<file path="config.mk">
export PLATFORM = sky130hd
export DESIGN_NAME = cfg_loader
export DESIGN_NICKNAME = d
export VERILOG_FILES = /design/src/rtl/cfg_loader_pkg.sv /design/src/rtl/cfg_loader_byte_acc.sv /design/src/rtl/cfg_loader.sv
export SDC_FILE = /design/constraint.sdc
export NUM_CORES = 1
export LEC_CHECK = 0
export CAP_MARGIN = 40
export CORE_MARGIN = 2
export CORE_UTILIZATION = 48
export CTS_CLUSTER_DIAMETER = 150
export DETAILED_ROUTE_END_ITERATION = 8
export PLACE_DENSITY = 0.75
export SLEW_MARGIN = 20
export SYNTH_ARGS = -nofsm -noshare
export SYNTH_HDL_FRONTEND = slang
export SYNTH_SLANG_ARGS = --single-unit
</file>
<file path="constraint.sdc">
create_clock -name clk -period 29.3 [get_ports clk]
set_clock_uncertainty 0.05 [all_clocks]
set_input_delay 5.86 -clock clk [delete_from_list [all_inputs] [get_ports clk]]
set_output_delay 5.86 -clock clk [all_outputs]
set_load 0.02 [all_outputs]
</file>
<file path="src/rtl/cfg_loader_pkg.sv">
// Shared definitions for the configuration loader: frame layout, FSM states,
// and the stream byte-count helper.
package cfg_loader_pkg;

  // Config bits per fabric cell and the field layout inside one frame.
  localparam int CFG_FRAME_W = 31;
  localparam int CFG_CB_LSB  = 0;
  localparam int CFG_CB_W    = 10;
  localparam int CFG_CLB_LSB = 10;
  localparam int CFG_CLB_W   = 5;
  localparam int CFG_SB_LSB  = 15;
  localparam int CFG_SB_W    = 16;

  typedef enum logic [2:0] {
    ST_IDLE   = 3'd0,
    ST_LOAD   = 3'd1,
    ST_CHECK  = 3'd2,
    ST_COMMIT = 3'd3
  } cfg_state_t;

  // Number of stream bytes needed to carry nbits config bits (last byte padded).
  function automatic int cfg_nbytes(input int nbits);
    return (nbits + 7) / 8;
  endfunction

endpackage

</file>
<file path="src/rtl/cfg_loader_byte_acc.sv">
// Byte accumulator: shadow register filled LSB-first, byte index and
// running XOR checksum. Clear resets index and checksum only; the shadow is
// completely overwritten by every full load so it needs no clearing.
module cfg_byte_acc
  import cfg_loader_pkg::*;
#(
  parameter int NBYTES = 16,
  parameter int IDX_W  = $clog2(NBYTES + 1)
) (
  input  logic                   clk,
  input  logic                   reset,
  input  logic                   clr,
  input  logic                   wr,
  input  logic [7:0]             data,
  output logic [NBYTES-1:0][7:0] shadow,
  output logic [IDX_W-1:0]       idx,
  output logic [7:0]             chk
);

  // Index and checksum advance once per accepted byte.
  always_ff @(posedge clk or posedge reset) begin
    if (reset) begin
      idx <= '0;
      chk <= '0;
    end else if (clr) begin
      idx <= '0;
      chk <= '0;
    end else if (wr) begin
      idx <= idx + 1'b1;
      chk <= chk ^ data;
    end
  end

  // One write-enabled byte lane per shadow byte, selected by the index.
  for (genvar b = 0; b < NBYTES; b++) begin : g_byte
    always_ff @(posedge clk or posedge reset) begin
      if (reset) shadow[b] <= '0;
      else if (wr && idx == IDX_W'(b)) shadow[b] <= data;
    end
  end

endmodule

</file>
<file path="src/rtl/cfg_loader.sv">
// Bitstream loader: collects a byte stream into a shadow register, verifies
// the trailing XOR checksum, then commits the shadow to the live config bus
// in a single cycle. fabric_rst holds the cells in reset while no checked
// configuration is live.
module cfg_loader
  import cfg_loader_pkg::*;
#(
  parameter int NUM_CELLS = 4,
  parameter int FRAME_W   = CFG_FRAME_W
) (
  input  logic                         clk,
  input  logic                         reset,
  input  logic                         start,
  input  logic                         abort,
  input  logic [7:0]                   in_data,
  input  logic                         in_valid,
  output logic                         in_ready,
  output logic [NUM_CELLS*FRAME_W-1:0] cfg_bits,
  output logic                         cfg_valid,
  output logic                         fabric_rst,
  output logic                         done,
  output logic                         cfg_err,
  output logic                         busy
);

  localparam int CFG_W  = NUM_CELLS * FRAME_W;
  localparam int NBYTES = cfg_nbytes(CFG_W);
  localparam int IDX_W  = $clog2(NBYTES + 1);

  cfg_state_t              state;
  logic [NBYTES-1:0][7:0]  shadow;
  logic [8*NBYTES-1:0]     shadow_flat;
  logic [IDX_W-1:0]        idx;
  logic [7:0]              chk;
  logic                    xfer;
  logic                    acc_clr;
  logic                    acc_wr;

  // Abort blocks acceptance so a byte offered alongside it is never consumed.
  assign in_ready   = (state == ST_LOAD || state == ST_CHECK) && !abort;
  assign xfer       = in_valid && in_ready;
  assign acc_clr    = (state == ST_IDLE) && start && !abort;
  assign acc_wr     = (state == ST_LOAD) && xfer;
  assign busy       = (state != ST_IDLE);
  assign fabric_rst = ~cfg_valid;
  assign shadow_flat = shadow;

  // Padding bits in the last stream byte never reach the cells.
  if (8 * NBYTES > CFG_W) begin : g_pad
    logic pad_unused;
    assign pad_unused = ^shadow_flat[8*NBYTES-1:CFG_W];
  end

  cfg_byte_acc #(
    .NBYTES (NBYTES),
    .IDX_W  (IDX_W)
  ) u_acc (
    .clk    (clk),
    .reset  (reset),
    .clr    (acc_clr),
    .wr     (acc_wr),
    .data   (in_data),
    .shadow (shadow),
    .idx    (idx),
    .chk    (chk)
  );

  // Load sequencing, checksum verdict and the one-cycle commit to the live bus.
  always_ff @(posedge clk or posedge reset) begin
    if (reset) begin
      state     <= ST_IDLE;
      cfg_bits  <= '0;
      cfg_valid <= 1'b0;
      done      <= 1'b0;
      cfg_err   <= 1'b0;
    end else begin
      done <= 1'b0;
      if (abort) begin
        state <= ST_IDLE;
      end else begin
        case (state)
          ST_IDLE: begin
            if (start) begin
              cfg_err   <= 1'b0;
              cfg_valid <= 1'b0;
              state     <= ST_LOAD;
            end
          end
          ST_LOAD: begin
            if (xfer && idx == IDX_W'(NBYTES - 1)) state <= ST_CHECK;
          end
          ST_CHECK: begin
            if (xfer) begin
              if (in_data == chk) begin
                state <= ST_COMMIT;
              end else begin
                cfg_err <= 1'b1;
                state   <= ST_IDLE;
              end
            end
          end
          ST_COMMIT: begin
            cfg_bits  <= shadow_flat[CFG_W-1:0];
            cfg_valid <= 1'b1;
            done      <= 1'b1;
            state     <= ST_IDLE;
          end
          default: state <= ST_IDLE;
        endcase
      end
    end
  end

endmodule

</file>
# Yosys cells after proc, flatten, opt, wreduce, memory -nomap -nowiden
# Index checks and enable logic that the tools add are counted.
[totals]
register_bits = 267
inputBits = 13
word_cells = 103
[op_classes]
n_eq_ne = 25
n_mux = 17
n_reduce_logical = 34
bitwise = 3
n_addsub = 1
[op_table]
columns = ["cell", "n"]
rows = [
  ["5-bit by 4-bit equality test with 1-bit output (second input constant)", 8],
  ["1-bit logical AND", 22],
  ["5-bit by 3-bit equality test with 1-bit output (second input constant)", 4],
  ["8-bit 2-to-1 mux", 2],
  ["3-bit 2-to-1 mux", 4],
  ["5-bit by 2-bit equality test with 1-bit output (second input constant)", 2],
  ["5-bit 2-to-1 mux", 2],
  ["3-bit case mux with 3 select lines", 1],
  ["8-bit equality test", 1],
  ["8-bit bitwise XOR", 1],
  ["3-bit by 2-bit equality test with 1-bit output (second input constant)", 2],
  ["2-bit inequality test (second input constant)", 3],
  ["3-bit inequality test (second input constant)", 2],
  ["3-bit AND reduction", 2],
  ["2-bit nonzero test", 3],
  ["5-bit by 1-bit adder with 5-bit output (second input constant)", 1],
  ["5-bit by 1-bit equality test with 1-bit output (second input constant)", 1],
  ["5-bit logical NOT", 1],
  ["1-bit 2-to-1 mux", 5],
  ["5-bit AND reduction", 1],
  ["1-bit case mux with 2 select lines", 2],
  ["3-bit by 1-bit equality test with 1-bit output (second input constant)", 1],
  ["3-bit logical NOT", 1],
  ["3-bit by 2-bit inequality test with 1-bit output (second input constant)", 1],
  ["other kinds (6)", 7],
]

# Longest topological paths before layout
[depth]
word_depth = 8
ltp_mapped = 8
depth_no_buf = 6

# Hierarchy
# Synthesis repeated with hierarchy kept, for this count alone.
[hier_totals]
hier_cells = 679
area_unflattened_um2 = 10882.9
[modules_own_cells]
columns = ["mod", "area_per_inst_um2", "instances", "seq_area_each_um2", "cells_per_inst"]
rows = [
  ["cfg_byte_acc", 5606.6, 1, 3528.4, 361],
  ["cfg_loader", 5276.3, 1, 3228.1, 318],
]

# Worst setup path before layout
# No wires, ideal clock.
[synth_timing]
kind = "input to output"
startpoint = "in abort"
endpoint = "out in_ready"
path_slack_ps = 17039
t_arrival_ps = 6351
n_path_buf = 1
stages = 2
t_required_ps = 23390
cell_sequence = "clkbuf_1 > nor2b_1"
[synth_via]
elab_chain_len = 2
[synth_rtl]
columns = ["item", "line", "rtl"]
rows = [
  ["start: declaration", "cfg_loader.sv:14", "input logic abort,"],
  ["1-bit logical NOT", "cfg_loader.sv:40", "assign in_ready = (state == ST_LOAD || state == ST_CHECK) && !abort;"],
  ["1-bit logical AND", "cfg_loader.sv:40", ""],
  ["end: declaration", "cfg_loader.sv:17", "output logic in_ready,"],
]
# No other way between the ends.

# Final worst setup path
# Ends and elaborated chain as after synthesis.

==> flow_summary.ini <==
[outcome]
status = finished, final reports clean

[detailed_routing]
drt-total-wl_mm = 23.1
wl_per_cell_um = 17.0
viasPerCell = 5.12
via_count = 6963
drc_errors = 0
final_antenna_net_count = 0
drt-initial-drc-count = 367
first_pass_iters = 5

[global_route]
grt_use_total_pct = 20.8
gr-total-overflow = 0
first_global_vias = 6944
antenna_found_initial = 0
grt_pass1_wl_mm = 37.5
grt_max_degree = 124

[synthesis]
syn_area_um2 = 10500
yosysWarnings = 0
yosys_register_bits = 266
postSynthAreaPerCell_um2 = 11.2
synthCells = 930
ys_types = 38
synth_nets = 952
ys_seq_area_share_pct = 63.7

[worst_setup_path]
path_class = input port to output port
path_cells = clkdlybuf4s50_1 -> nor2b_1 -> clkdlybuf4s50_1
path_delay_family = buffers and inverters
cp_num_buf_inv = 2
cpMaxStageDelayCell = clkdlybuf4s50_1
cp.required_ns = 23.39
critical_path_arrival_ns = 7.19
crit_top_cell = clkdlybuf4s50_1
startpoint_type = input port
worstPathMaxFanout = 11
critPathMaxStageDelay_ns = 0.61
cp-end-kind = output port

[place]
dp_hpwl_mm = 14.4
io_buffers = 142
place.gp.congestion = 0.807
placed_cells = 1313
placed_area_um2 = 12200

[clock_tree]
cts_resized = 0
clock-sinks = 266
htreeDepth = 1
cts_root_buf = clkbuf_16
cts_buffers = 26
postCtsHoldBufs = 0
clockBufferDepth = 3
insertion_delay_ns = 0.52
path_clk_slew_ns = 0.06
cts_tree = yes
post_cts_buffers = 0

[run]
cap_violations = 0

[timing]
fin_crit_ns = 13.10
finalHoldViolCount = 0
drv_slew = 0
slew_headroom_pct = 46.4
setup_viol = 0
tns_ns = 0
worst_pin_slew_ns = 0.804
rsz0062_at_grt = false
clock.fmax_ghz = 0.0763
min_period_over_period_pct = 44.7

[final_layout]
final_common_cell = nand2_1
fin_cells = 1359
syn_to_final_growth_pct = 25.5
nets = 1090
layout_common_cells = 391 x nand2_1, 266 x dfrtp_1, 142 x clkdlybuf4s50_1, 123 x mux2_2, 27 x clkbuf_16
antenna_cells = 0
drive_gt1_share_pct = 18.7
final_core_util_pct = 61.8
final_area_um2 = 13100
num-fill-cells = 1768

[pwr]
irDropWorstVdd_mv = 0.0399
p_per_area_nw_per_um2 = 62.2
p_leak_nw = 6.73

[floorplan]
io_pins = 143
start_util_pct = 49.2
die_area_um2 = 23000
dieHeight_um = 152
num_rows = 53
core_area_um2 = 21200
die_w_um = 152

[hold_path]
worstHoldPathType = register to register
metrics by stage:
step	worst slack, ns	hold slack, ns	power (mW)
after floorplan	16.06	0.383	0.456
after CTS	16.21	0.413	0.821
after global routing	16.15	0.431	0.848
final	16.20	0.410	0.816
after detailed placement	16.20	0.400	0.489
after global placement	16.20	0.391	0.484
flip-flops by register name, indices dropped and copies added, names as in the netlist:
name	flops
cfg_bits	124
cfg_err	1
u_acc.idx	5
state	2
cfg_valid	1
done	1
u_acc.shadow	124
u_acc.chk	8
cell type report:
cell class / instances / area, µm² / share of cell area, %
Timing Repair Buffer: 159 / 1650 / 12.6
Clock buffer: 41 / 818 / 6.24
Sequential cell: 266 / 6660 / 50.8
Clock inverter: 3 / 40.0 / 0.305
Multi-Input combinational cell: 606 / 3560 / 27.1
Tap cell: 275 / 344 / 2.62
Inverter: 9 / 43.8 / 0.334
path summary, 6_finish.rpt:
| check | start | to | slack (ns) | depth (start not counted) |
|---|---|---|---|---|
| max reg2reg | state[0]$_DFFE_PP0P_ | u_acc.shadow[42]$_DFFE_PP0P_ | 26.38 | 6 |
| min | u_acc.shadow[85]$_DFFE_PP0P_ | cfg_bits[85]$_DFFE_PP0P_ | 0.41 | 2 |
| max in group asynchronous | reset | u_acc.shadow[54]$_DFFE_PP0P_ | 22.11 | 5 |
| min reg2reg | u_acc.shadow[85]$_DFFE_PP0P_ | cfg_bits[85]$_DFFE_PP0P_ | 0.41 | 2 |
| min in group asynchronous | reset | cfg_bits[10]$_DFFE_PP0P_ | 5.71 | 2 |
| max | abort | in_ready | 16.20 | 3 |
synthesized netlist by cell type (all sizes together):
cell | instances | area (µm²)
a211oi | 2 | 15.0
a311oi | 1 | 8.76
a31o | 1 | 8.76
and3 | 1 | 6.26
and4b | 1 | 10.0
buf | 16 | 82.6
clkbuf | 33 | 125
dfrtp | 266 | 6660
ha | 9 | 113
inv | 9 | 33.8
mux2 | 124 | 1400
mux2i | 1 | 10.0
nand2 | 391 | 1470
nand2b | 2 | 12.5
nand3 | 7 | 55.1
nand3b | 3 | 30.0
nand4 | 3 | 18.8
nor2 | 26 | 125
nor2b | 2 | 12.5
nor3 | 2 | 10.0
nor3b | 2 | 26.3
o211ai | 1 | 7.51
o21ai | 3 | 15.0
o221ai | 1 | 8.76
o31a | 1 | 8.76
or2 | 1 | 6.26
or3 | 1 | 6.26
or4 | 1 | 7.51
xnor2 | 9 | 78.8
xor2 | 10 | 87.6
worst register-to-register path, cell delays in order (launching register included):
cell and delay (ns):
dfrtp_1 0.44, inv_1 0.09, ha_1 0.33, and4b_1 0.73, nand3b_2 0.28, nor2_2 0.49, mux2_2 0.41
metal layers:
| layer | global-route usage [%] | part of all wire (%) | vias to the layer above | wire (µm) |
|---|---|---|---|---|
| met5 | 0 | 0 | - | 0 |
| met4 | 3.89 | 1.1 | 0 | 244 |
| met3 | 3.44 | 5.5 | 20 | 1270 |
| met2 | 32.3 | 46 | 202 | 10600 |
| met1 | 31.4 | 47 | 3498 | 11000 |
| li1 | - | - | 3243 | - |
kinds of logic (layout without fill, tap and decap cells):
logic type,count (synthesis),after routing,synth area share [%]
AOI/OAI and AO/OA,10,10,0.694
adders and majority gates,9,9,1.08
and+or+nand+nor,443,443,17.2
buffers and inverters,58,212,2.31
xor gates and xnor gates,19,19,1.59
muxes,125,125,13.5
DFF,266,266,63.7
where the power goes:
group | leakage (nW) | switching (mW) | total, mW | internal [mW]
Clock | 0.425 | 0.135 | 0.333 | 0.199
Sequential | 3.70 | 0.0104 | 0.393 | 0.383
Combinational | 2.60 | 0.0547 | 0.0892 | 0.0345
Power figures use the tool's default switching activity.
